==> src/rtl/mips_mc_control.sv <==
// Multi-cycle Moore control FSM for the MIPS core; outputs decode from state and mem_ready.
// Optional perf counters (instret, cycles) when MIPS_MC_CTRL_PERF_EN is defined.
module mips_mc_control #(
    parameter int OPC_W   = 6,
    parameter int ALUOP_W = 2
) (
    input  logic               clock,
    input  logic               reset,
    input  logic [OPC_W-1:0]   opcode,
    input  logic               mem_ready,
    output logic               PCWrite,
    output logic               PCWriteCond,
    output logic               IorD,
    output logic               MemRead,
    output logic               MemWrite,
    output logic               IRWrite,
    output logic               MemtoReg,
    output logic               RegDst,
    output logic               RegWrite,
    output logic               ALUSrcA,
    output logic [1:0]         ALUSrcB,
    output logic [ALUOP_W-1:0] ALUOp,
    output logic [1:0]         PCSource,
    output logic               illegal_op,
`ifdef MIPS_MC_CTRL_PERF_EN
    output logic [31:0]        instret,
    output logic [31:0]        cycles,
`endif
    output logic [3:0]         state_o
);

    typedef enum logic [3:0] {
        S_FETCH   = 4'd0,
        S_DECODE  = 4'd1,
        S_MEMADR  = 4'd2,
        S_MEMRD   = 4'd3,
        S_MEMWB   = 4'd4,
        S_MEMWR   = 4'd5,
        S_EXEC    = 4'd6,
        S_RWB     = 4'd7,
        S_BRANCH  = 4'd8,
        S_ADDI_EX = 4'd9,
        S_ADDI_WB = 4'd10,
        S_JUMP    = 4'd11
    } state_t;

    localparam logic [OPC_W-1:0] OP_R    = OPC_W'(6'b000000);
    localparam logic [OPC_W-1:0] OP_LW   = OPC_W'(6'b100011);
    localparam logic [OPC_W-1:0] OP_SW   = OPC_W'(6'b101011);
    localparam logic [OPC_W-1:0] OP_BEQ  = OPC_W'(6'b000100);
    localparam logic [OPC_W-1:0] OP_ADDI = OPC_W'(6'b001000);
    localparam logic [OPC_W-1:0] OP_J    = OPC_W'(6'b000010);

    localparam logic [ALUOP_W-1:0] ALU_ADD   = ALUOP_W'(2'b00);
    localparam logic [ALUOP_W-1:0] ALU_SUB   = ALUOP_W'(2'b01);
    localparam logic [ALUOP_W-1:0] ALU_FUNCT = ALUOP_W'(2'b10);

    state_t state_q, state_d;
    logic   pc_wr, pc_wr_cond, ir_wr, reg_wr, mem_wr, illegal;

    always_ff @(posedge clock or posedge reset) begin
        if (reset) state_q <= S_FETCH;
        else       state_q <= state_d;
    end

    always_comb begin
        state_d = S_FETCH;
        case (state_q)
            S_FETCH:  state_d = mem_ready ? S_DECODE : S_FETCH;
            S_DECODE: begin
                case (opcode)
                    OP_LW, OP_SW: state_d = S_MEMADR;
                    OP_R:         state_d = S_EXEC;
                    OP_BEQ:       state_d = S_BRANCH;
                    OP_ADDI:      state_d = S_ADDI_EX;
                    OP_J:         state_d = S_JUMP;
                    default:      state_d = S_FETCH;
                endcase
            end
            S_MEMADR: begin
                if (opcode == OP_LW)      state_d = S_MEMRD;
                else if (opcode == OP_SW) state_d = S_MEMWR;
                else                      state_d = S_FETCH;
            end
            S_MEMRD:   state_d = mem_ready ? S_MEMWB : S_MEMRD;
            S_MEMWR:   state_d = mem_ready ? S_FETCH : S_MEMWR;
            S_EXEC:    state_d = S_RWB;
            S_ADDI_EX: state_d = S_ADDI_WB;
            default:   state_d = S_FETCH;
        endcase
    end

    always_comb begin
        pc_wr      = 1'b0;
        pc_wr_cond = 1'b0;
        ir_wr      = 1'b0;
        reg_wr     = 1'b0;
        mem_wr     = 1'b0;
        illegal    = 1'b0;
        IorD       = 1'b0;
        MemRead    = 1'b0;
        MemtoReg   = 1'b0;
        RegDst     = 1'b0;
        ALUSrcA    = 1'b0;
        ALUSrcB    = 2'b00;
        ALUOp      = ALU_ADD;
        PCSource   = 2'b00;
        case (state_q)
            S_FETCH: begin
                MemRead = 1'b1;
                ALUSrcB = 2'b01;
                ir_wr   = mem_ready;
                pc_wr   = mem_ready;
            end
            S_DECODE: begin
                ALUSrcB = 2'b11;
                illegal = !(opcode inside {OP_R, OP_LW, OP_SW, OP_BEQ, OP_ADDI, OP_J});
            end
            S_MEMADR, S_ADDI_EX: begin
                ALUSrcA = 1'b1;
                ALUSrcB = 2'b10;
            end
            S_MEMRD: begin
                MemRead = 1'b1;
                IorD    = 1'b1;
            end
            S_MEMWB: begin
                reg_wr   = 1'b1;
                MemtoReg = 1'b1;
            end
            S_MEMWR: begin
                mem_wr = 1'b1;
                IorD   = 1'b1;
            end
            S_EXEC: begin
                ALUSrcA = 1'b1;
                ALUOp   = ALU_FUNCT;
            end
            S_RWB: begin
                reg_wr = 1'b1;
                RegDst = 1'b1;
            end
            S_BRANCH: begin
                ALUSrcA    = 1'b1;
                ALUOp      = ALU_SUB;
                pc_wr_cond = 1'b1;
                PCSource   = 2'b01;
            end
            S_ADDI_WB: reg_wr = 1'b1;
            S_JUMP: begin
                pc_wr    = 1'b1;
                PCSource = 2'b10;
            end
            default: ;
        endcase
    end

    // Write enables are gated by reset directly so they drop without waiting for a clock.
    assign PCWrite     = pc_wr      & ~reset;
    assign PCWriteCond = pc_wr_cond & ~reset;
    assign IRWrite     = ir_wr      & ~reset;
    assign RegWrite    = reg_wr     & ~reset;
    assign MemWrite    = mem_wr     & ~reset;
    assign illegal_op  = illegal    & ~reset;
    assign state_o     = state_q;

`ifdef MIPS_MC_CTRL_PERF_EN
    logic [31:0] instret_q, cycles_q;
    logic        retire;

    assign retire = (state_q inside {S_MEMWB, S_RWB, S_BRANCH, S_ADDI_WB, S_JUMP}) ||
                    (state_q == S_MEMWR && mem_ready);

    always_ff @(posedge clock or posedge reset) begin
        if (reset) begin
            instret_q <= '0;
            cycles_q  <= '0;
        end else begin
            cycles_q <= cycles_q + 32'd1;
            if (retire) instret_q <= instret_q + 32'd1;
        end
    end

    assign instret = instret_q;
    assign cycles  = cycles_q;
`endif

endmodule

==> config.mk <==
export PLATFORM = sky130hd
export DESIGN_NAME = mips_mc_control
export DESIGN_NICKNAME = d
export VERILOG_FILES = /design/src/rtl/mips_mc_control.sv
export SDC_FILE = /design/constraint.sdc
export NUM_CORES = 1
export LEC_CHECK = 0
export BUFFER_PORTS_ARGS = -buffer_cell sky130_fd_sc_hd__buf_4
export CAP_MARGIN = 10
export CORE_MARGIN = 2
export CORE_UTILIZATION = 37
export DETAILED_ROUTE_END_ITERATION = 8
export PLACE_DENSITY_LB_ADDON = 0.15
export SETUP_SLACK_MARGIN = 0.5
export SYNTH_ARGS = -nofsm -noshare
export SYNTH_HDL_FRONTEND = slang
export SYNTH_SLANG_ARGS = --single-unit
export TNS_END_PERCENT = 100
==> constraint.sdc <==
create_clock -name clock -period 1.45 [get_ports clock]
set_input_delay 0.29 -clock clock [delete_from_list [all_inputs] [get_ports clock]]
set_output_delay 0.29 -clock clock [all_outputs]
set_load 0.02 [all_outputs]
==> qor.yml, run 1 <==
synth:
  synth_cells: 75
  synth-edff-count: 0
  yosys.area.top_type_share_pct: 19.4
  synth_fp_nets: 84
  netlist_top_cells_area: "dfrtp_1 (19%), nor2_1 (8.0%), nor3_1 (6.8%), xor2_1 (5.1%), a21oi_1 (4.9%)"
  synth_ff_type: "dfrtp_1"
  yosysMostFrequentCell: "nor2_1"
  yosysTopAreaCell: "dfrtp_1"
  ys_ff_latch: 4
  syn_avg_cell_area_um2: 6.87
  synth_area_um2: 515
  synth_commonest_cells: "nor2_1 (11), nor3_1 (7), nand2_1 (6)"
  synth.distinct_cells: 33
  synth_warnings: 0
  synth_async_sr_flop_share_pct: 100
  yosysSeqAreaShare_pct: 19.4
floorplan:
  start_util_pct: 39.6
  io-pin-count: 30
  die_h_um: 41.3
  rows: 13
  die_w_um: 41.3
outcome:
  tool.error: "[ERROR DPL-0038] Utilization greater than 100%, impossible to legalize"
  lastStage: "clock tree synthesis (4_1_cts)"
  status: "stopped before the end"
place:
  port-buffer-count: 29
  hpwl_mm: 1.56
  pre_cts_ws_ps: -376
  gp_routability_congestion: 0.892
clock_network:
  root_buffer: "clkbuf_4"
  hold_buffers: 0
  clock-sinks: 4
  postCtsSetupBuffers: 23
  clk_path_buf_depth: 2
  cts_buffers: 3
  htree_num_levels: 1
  cts_resized: 48
==> per-stage QoR <==
stage | utilization [%] | instances | instance area [um^2] | hold WS [ps] | TNS [ps]
detailed placement | 79.2 | 134 | 1030 | 258 | -557
global placement | 79.2 | 134 | 1030 | 253 | -443
floorplan | - | 75 | 701 | 64.6 | -603
==> cells by family after synthesis <==
logic type | after synthesis | synth area share, %
and+or+nand+nor | 43 | 47.6
AOI/OAI and AO/OA | 16 | 18.7
buffers and inverters | 9 | 9.22
DFF | 4 | 19.4
xor gates and xnor gates | 3 | 5.10
==> run 2, diff against run 1 <==
--- a/config.mk
+++ b/config.mk
@@ -7,11 +7,10 @@
 export LEC_CHECK = 0
 export BUFFER_PORTS_ARGS = -buffer_cell sky130_fd_sc_hd__buf_4
 export CAP_MARGIN = 10
-export CORE_MARGIN = 2
-export CORE_UTILIZATION = 37
+export CORE_AREA = 2 2 63 65
 export DETAILED_ROUTE_END_ITERATION = 8
+export DIE_AREA = 0 0 65 67
 export PLACE_DENSITY_LB_ADDON = 0.15
-export SETUP_SLACK_MARGIN = 0.5
 export SYNTH_ARGS = -nofsm -noshare
 export SYNTH_HDL_FRONTEND = slang
 export SYNTH_SLANG_ARGS = --single-unit
==> constraint.sdc (replaced) <==
create_clock -name clock -period 1.9 [get_ports clock]
set_input_delay 0.38 -clock clock [delete_from_list [all_inputs] [get_ports clock]]
set_output_delay 0.38 -clock clock [all_outputs]
set_load 0.02 [all_outputs]
==> run 2 against run 1 <==
  * The flow now finishes, with violations (negative setup slack)
  * Synthesized cell count unchanged
  * Area after synthesis unchanged
==> qor.yml, run 2 <==
outcome:
  status: "finished, violations left"
  violations: "negative setup slack"
finish:
  antenna_cells: 0
  drive_gt1_share_pct: 51.3
  fill_cells: 418
  fin_util_pct: 25.7
  design_area_um2: 927
  nets: 124
  largest_reg_flops: 4
  syn2layout_area_growth_pct: 79.9
  final_cell_mix: "buf_4 (38), nor2_1 (10), nand2_1 (6)"
  layout_commonest_cell: "buf_4"
drt:
  vias: 666
  viasPerCell: 4.14
  ant_nets: 0
  wl_per_cell_um: 11.0
  totalWireLength_mm: 1.77
  drtIter0Drc: 21
  dr.pass1.iters: 4
  drc: 0
place:
  place_area_um2: 848
  gp_routability_congestion: 0.728
  hpwl_mm: 1.46
  port-buffer-count: 29
clock_network:
  htree_num_levels: 1
  clock-sinks: 4
  hold_buffers: 0
  clk_path_buf_depth: 2
  cts_buffers: 3
  path_clk_slew_ps: 30
  cts_tree: "built"
  clk_latency_ps: 210
  root_buffer: "clkbuf_8"
worst_setup_path:
  crit_buf_inv: 2
  worstSetupStartpointType: "input pin"
  cp_common_cell: "buf_6"
  path_cells: "buf_6 > or4_4 > a211o_1 > and4_1 > buf_6"
  reg2reg_slack_ps: 330
  required_ps: 1520
  end_kind: "output port"
  critPathMaxStageDelay_ps: 530
  slowest_stage: "or4_4"
  cpLargestDelayFamily: "simple AND/OR/NAND/NOR gates"
  crit_path_max_fanout: 2
  worstSetupPathType: "in -> out"
  arrival_ps: 1600
global_route:
  antenna_found_initial: 0
  overflow: 0
  grt_pass1_wl_mm: 2.92
  grt_use_total_pct: 8.51
  grt_pass1_vias: 638
  grt_max_degree: 13
synth:
  synth.distinct_cells: 33
  synth_warnings: 0
  synth_top_family_by_area: "simple AND/OR/NAND/NOR gates"
  synth-adder-area-share_pct: 0
  synth_commonest_cells: "nor2_1 (11), nor3_1 (7), nand2_1 (6)"
  yosysSeqAreaShare_pct: 19.4
  yosys.area.top_type_share_pct: 19.4
  synth_compound_area_share_pct: 18.7
  synth_cells: 75
  synth_async_sr_flop_share_pct: 100
  synth_fp_nets: 84
  netlist_top_cells_area: "dfrtp_1 (19%), nor2_1 (8.0%), nor3_1 (6.8%), xor2_1 (5.1%), a21oi_1 (4.9%)"
  syn_avg_cell_area_um2: 6.87
  yosysMostFrequentCell: "nor2_1"
  synth_ff_type: "dfrtp_1"
  synth_mux_area_share_pct: 0
  synth-simple-area-share_pct: 47.6
  ys_ff_latch: 4
  synth-xor-area-share_pct: 5.10
  synth-edff-count: 0
  synth_area_um2: 515
  yosysTopAreaCell: "dfrtp_1"
power:
  total_power_mw: 0.472
  irDropWorstVdd_v: 0.000145
  leakage_nw: 0.431
  power.density_nw_per_um2: 509
run:
  cap_violations: 0
sta:
  clock-skew-final_ps: 0.530
  finalWorstSetupSlack_ps: -80.2
  setup_viol: 1
  rsz0062_at_grt: "true"
  worstMarginPinSlew_ps: 324
  fin_crit_sh_pct: 104
  hold_viol_final: 0
  finalCriticalPeriod_ps: 1980
  maxSlewViolCount: 0
  slew_headroom_pct: 78.4
  fmax_mhz: 505
floorplan:
  die_w_um: 65
  die_h_um: 67
  io-pin-count: 30
  core-area_um2: 3610
  rows: 22
  start_util_pct: 14.3
  dieArea_um2: 4360
hold_path:
  min_path_type: "in -> async"
-- run 2: cell counts after synthesis --
Identical to the previous run, type by type.
-- run 2: what timing repair did --
| action | 4_1_cts | 5_1_grt |
|---|---|---|
| setup buffers | 0 | 1 |
| endpoints found under the setup margin | 2 | 5 |
| pin swaps | 2 | 1 |
| resized for setup | 6 | 5 |
-- run 2: worst register-to-register path: cells and delay by family (launching register included) --
| family | cells | cell delay, ps |
|---|---|---|
| AO/OA/AOI/OAI | 2 | 200 |
| AND/OR/NAND/NOR | 2 | 810 |
| flip-flops | 1 | 480 |
-- run 2: through the flow --
stage               setup slack, ps  std cells  hold slack [ps]  setup TNS, ps
floorplan                      12.1         75              155              0
global placement               -146        157              339           -146
detailed placement             -149        157              341           -149
CTS                            -127        160              116           -127
global route                   -115        161              133           -115
finish                        -80.2        161              118          -80.2
-- run 2: power by group --
part           switching, mW  total, mW  internal [mW]  leakage (nW)
Clock                 0.0379      0.172          0.134        0.0216
Combinational          0.101      0.195         0.0940         0.361
Sequential            0.0129      0.105         0.0919        0.0480
Total                  0.151      0.472          0.320         0.431
-- run 2: cell type report --
class / instances / area [um^2] / share of cell area [%]
clock buffers: 3 / 41.3 / 4.45
inverters: 3 / 11.3 / 1.21
multi-input cells: 62 / 390 / 42.1
flip-flops and latches: 4 / 105 / 11.3
well taps: 48 / 60.1 / 6.48
repair buffers: 41 / 319 / 34.4
-- run 2: worst paths after layout --
check,end,depth (start not counted),startpoint
min in group clock,state_o[1],3,opcode[3]
max reg2reg,state_o[2],4,state_o[3]
max in group asynchronous,state_o[0],2,reset
max,illegal_op,5,opcode[5]
min,state_o[1],2,reset
min reg2reg,state_o[3],2,state_o[0]
-- run 2: routing by layer --
layer	vias up	global-route usage, %	share of wire [%]
met5	-	0	0
met4	0	3.99	1.6
met3	4	2.53	11
met2	25	12.8	44
met1	291	11.1	43
li1	346	-	-
-- run 2: cells by family (layout without fill, tap and decap cells) --
group	count (synthesis)	count (layout)
xor+xnor	3	3
compound gates	16	16
simple gates	43	43
flops	4	4
buf+inv	9	47
(Power assumes the default switching activity.)
==> run 3, diff against run 2 <==
--- a/config.mk
+++ b/config.mk
@@ -11,6 +11,7 @@
 export DETAILED_ROUTE_END_ITERATION = 8
 export DIE_AREA = 0 0 65 67
 export PLACE_DENSITY_LB_ADDON = 0.15
+export SETUP_SLACK_MARGIN = 0.05
 export SYNTH_ARGS = -nofsm -noshare
 export SYNTH_HDL_FRONTEND = slang
 export SYNTH_SLANG_ARGS = --single-unit
==> run 3 against run 2 <==
  * Critical path type unchanged
  * Critical endpoint unchanged
  * Sequential share of layout area fell by 0.73 points
  * Die area did not move
  * The run still ends with negative setup slack left
  * Clock skew rose by 2.0 ps
==> qor.yml, run 3 (synthesis results as in run 2) <==
place:
  placedCellCount: 157
  hpwl_mm: 1.53
  pre_cts_ws_ps: -139
  port-buffer-count: 29
  gp_routability_congestion: 0.710
power:
  irDropWorstVdd_v: 0.000175
  leakage_nw: 0.483
  power.density_nw_per_um2: 497
floorplan:
  dieArea_um2: 4360
  rows: 22
  die_w_um: 65
  io-pin-count: 30
  die_h_um: 67
  start_util_pct: 14.3
  core-area_um2: 3610
sta:
  hold_slack_ps: 102
  hold_viol_final: 0
  fmax_mhz: 506
  worstMarginPinSlew_ps: 279
  fin_crit_sh_pct: 104
  finalWorstSetupSlack_ps: -74.8
  setup_viol: 1
  rsz0062_at_grt: "true"
  fin_tns_setup_ps: -74.8
  slew_headroom_pct: 81.1
  finalCriticalPeriod_ps: 1970
  clock-skew-final_ps: 2.49
  maxSlewViolCount: 0
global_route:
  grt_use_total_pct: 9.06
  grt_max_degree: 13
  grt_pass1_wl_mm: 2.97
  grt_pass1_vias: 629
  antenna_found_initial: 0
  overflow: 0
worst_setup_path:
  slowest_stage: "or4_4"
  required_ps: 1520
  critPathMaxStageDelay_ps: 520
  cp_common_cell: "buf_6"
  arrival_ps: 1590
  crit_buf_inv: 2
  worstSetupPathType: "in -> out"
  end_kind: "output port"
  path_cells: "buf_6 > or4_4 > a211o_1 > and4_1 > buf_6"
  cpLargestDelayFamily: "simple AND/OR/NAND/NOR gates"
  worstSetupStartpointType: "input pin"
  crit_path_max_fanout: 2
drt:
  vias: 678
  viasPerCell: 4.06
  ant_nets: 0
  dr.pass1.iters: 4
  wl_per_cell_um: 11.2
  drc: 0
  totalWireLength_mm: 1.87
  drtIter0Drc: 38
clock_network:
  clk_latency_ps: 210
  clock-sinks: 4
  cts_tree: "built"
  root_buffer: "clkbuf_8"
  htree_num_levels: 1
  cts_buffers: 3
  hold_buffers: 0
  clk_path_buf_depth: 2
  path_clk_slew_ps: 30
finish:
  syn2layout_area_growth_pct: 92.2
  final_cell_mix: "buf_4 (43), nor2_1 (10), nand2_1 (6), nor3_1 (6)"
  antenna_cells: 0
  fill_cells: 401
  nets: 130
  largest_reg_flops: 4
  fin_cells: 167
  layout_commonest_cell: "buf_4"
  drive_gt1_share_pct: 54.6
outcome:
  status: "finished, violations left"
  violations: "negative setup slack"
run:
  cap_violations: 0
hold_path:
  min_path_type: "in -> async"
-- run 3: cell type report --
class	instances	area, um^2	share of cell area (%)
timing repair buffer	47	369	37.2
multi-input combinational	62	404	40.8
sequential	4	105	10.6
clock buffer	3	41.3	4.17
inverter	3	11.3	1.14
tap	48	60.1	6.06
-- run 3: through the flow --
step | instance area [um^2] | total power, mW | util, %
floorplan | 527 | 0.200 | -
global placement | 851 | 0.293 | 23.6
detailed placement | 851 | 0.292 | 23.6
CTS | 907 | 0.474 | 25.2
global route | 991 | 0.523 | 27.5
finish | 991 | 0.493 | 27.5
-- run 3: worst register-to-register path: cells and delay by family (launching register included) --
family          cells  cell delay, ps
buf+inv             1             150
compound gates      2             190
simple gates        2             780
flops               1             430
-- run 3: layer usage --
metal  track usage, %  wire, um
met5                0         0
met3             2.20       142
met4             5.32        38
met2             13.7       792
met1             11.6       895
-- run 3: repair_timing --
action,4_1_cts,5_1_grt
buffers inserted,0,7
resized for setup,4,9
pin swaps,0,1
setup endpoints to repair,1,7
-- run 3: path summary, 6_finish.rpt --
path | from | end | slack (ps) | cells past startpoint
max | opcode[1] | illegal_op | -70 | 5
min | reset | state_o[1] | 100 | 2
max reg2reg | state_o[3] | state_o[2] | 270 | 5
min reg2reg | state_o[3] | state_o[2] | 680 | 3
max in group asynchronous | reset | state_o[3] | 1610 | 2
min in group clock | opcode[3] | state_o[1] | 490 | 3
-- run 3: where the power goes --
part,leakage [nW],internal (mW),switching [mW]
combinational,0.414,0.109,0.107
sequential,0.0480,0.0919,0.0109
clock,0.0216,0.135,0.0390
total,0.483,0.335,0.157
==> run 4, diff against run 3 <==
--- a/config.mk
+++ b/config.mk
@@ -7,6 +7,8 @@
 export LEC_CHECK = 0
 export BUFFER_PORTS_ARGS = -buffer_cell sky130_fd_sc_hd__buf_4
 export CAP_MARGIN = 10
+export CELL_PAD_IN_SITES_DETAIL_PLACEMENT = 2
+export CELL_PAD_IN_SITES_GLOBAL_PLACEMENT = 2
 export CORE_AREA = 2 2 63 65
 export DETAILED_ROUTE_END_ITERATION = 8
 export DIE_AREA = 0 0 65 67
==> run 4 against run 3 <==
  * Critical path depth unchanged
  * Count of clock-buffer cells in the layout unchanged
  * Sequential power about the same
  * Routed wire length is 15% higher
  * Die area did not move
  * Critical endpoint unchanged
  * The flow still finishes with violations (negative setup slack)
  * Clock power up 3%
==> qor.yml, run 4 (synthesis results as in run 2) <==
global_route:
  grt_pass1_vias: 760
  grt_use_total_pct: 11.1
  grt_max_degree: 13
  grt_pass1_wl_mm: 3.65
  overflow: 0
  antenna_found_initial: 0
worst_setup_path:
  end_kind: "output port"
  crit_path_max_fanout: 2
  slowest_stage: "or4_4"
  path_cells: "buf_6 > or4_4 > a211o_1 > and4_1 > buf_6"
  cp_common_cell: "buf_6"
  worstSetupPathType: "in -> out"
  reg2reg_from: "state_o[2]"
  arrival_ps: 1590
  cpLargestDelayFamily: "simple AND/OR/NAND/NOR gates"
  worstSetupStartpointType: "input pin"
  crit_path_start: "opcode[1]"
  critPathMaxStageDelay_ps: 520
  required_ps: 1520
  crit_buf_inv: 2
finish:
  final_cell_mix: "buf_4 (41), nor2_1 (10), nand2_1 (6), nor3_1 (6)"
  nets: 128
  fill_cells: 432
  drive_gt1_share_pct: 53.0
  largest_reg_flops: 4
  layout_commonest_cell: "buf_4"
  multi_input_area_um2: 394
  syn2layout_area_growth_pct: 87.1
  antenna_cells: 0
  seqCellArea_um2: 105
floorplan:
  core-area_um2: 3610
  die_h_um: 67
  rows: 22
  start_util_pct: 14.3
  io-pin-count: 30
  die_w_um: 65
  dieArea_um2: 4360
sta:
  hold_viol_final: 0
  fmax_mhz: 507
  worstMarginPinSlew_ps: 332
  setup_viol: 1
  hold_slack_ps: 104
  slew_headroom_pct: 77.6
  rsz0062_at_grt: "true"
  clock-skew-final_ps: 2.00
  finalCriticalPeriod_ps: 1970
  maxSlewViolCount: 0
  fin_crit_sh_pct: 104
  finalWorstSetupSlack_ps: -71.4
  fin_tns_setup_ps: -71.4
place:
  port-buffer-count: 29
  gp_routability_congestion: 0.706
  hpwl_mm: 1.76
run:
  cap_violations: 0
drt:
  dr.pass1.iters: 4
  drc: 0
  totalWireLength_mm: 2.16
  ant_nets: 0
  vias: 695
  viasPerCell: 4.21
  wl_per_cell_um: 13.1
  drtIter0Drc: 25
clock_network:
  cts_tree: "built"
  clock-sinks: 4
  root_buffer: "clkbuf_8"
  clk_latency_ps: 220
  clk_path_buf_depth: 2
  cts_buffers: 3
  htree_num_levels: 1
  path_clk_slew_ps: 30
power:
  leakage_nw: 0.455
  total_power_mw: 0.494
  power.density_nw_per_um2: 513
  irDropWorstVdd_v: 0.000112
outcome:
  violations: "negative setup slack"
  status: "finished, violations left"
hold_path:
  min_path_type: "in -> async"
==> run 4: changes by cell type in the layout (fill, tap and decap cells not counted), sizes merged <==
cell and change:
buf -1, dlymetal6s2s -1
==> run 4: worst paths after layout <==
check	endpoint	slack, ps	depth (start not counted)
max	illegal_op	-70	5
min	state_o[1]	100	2
max reg2reg	state_o[2]	270	5
min reg2reg	state_o[0]	640	1
max in group asynchronous	state_o[3]	1600	2
min in group clock	state_o[1]	490	3
==> run 4: worst register-to-register path: cells and delay by family, from the launching register on <==
family                 cells  cell delay, ps
and+or+nand+nor            2             770
DFF                        1             410
buffers and inverters      1             180
AOI/OAI and AO/OA          2             190
==> run 4: layout make-up <==
cell class | instances | area share, %
repair buffers | 45 | 36.6
inverters | 3 | 1.17
flip-flops and latches | 4 | 10.9
clock buffers | 3 | 4.28
well taps | 48 | 6.23
multi-input cells | 62 | 40.9
==> run 4: what timing repair did <==
item / 4_1_cts / 5_1_grt
setup endpoints to repair: 7 / 5
resized for setup: 7 / 4
hold buffers: 0 / 0
pin swaps: 3 / 2
buffers inserted: 1 / 4
endpoints found under the hold margin: 0 / 0
==> run 4: metrics by stage <==
step / cells / utilization, % / cell area, um^2 / setup WS (ps)
after floorplan: 75 / - / 527 / 62.1
after global placement: 157 / 23.6 / 851 / -115
after detailed placement: 157 / 23.6 / 851 / -135
after CTS: 161 / 25.5 / 918 / -102
after global routing: 165 / 26.8 / 965 / -93.9
final: 165 / 26.8 / 965 / -71.4
==> run 4: where the power goes <==
group          internal [mW]  switching [mW]
clock                  0.135          0.0438
combinational          0.105           0.106
sequential            0.0919          0.0118
==> run 4: metal layers <==
| metal | up-vias | global-route usage (%) | routed length (um) | share of wire, % |
|---|---|---|---|---|
| met4 | 0 | 4.79 | 0 | 0 |
| met3 | 0 | 1.86 | 67 | 3.1 |
| li1 | 351 | - | - | - |
| met1 | 326 | 12.9 | 957 | 44 |
| met2 | 18 | 19.7 | 1130 | 52 |
| met5 | - | 0 | 0 | 0 |
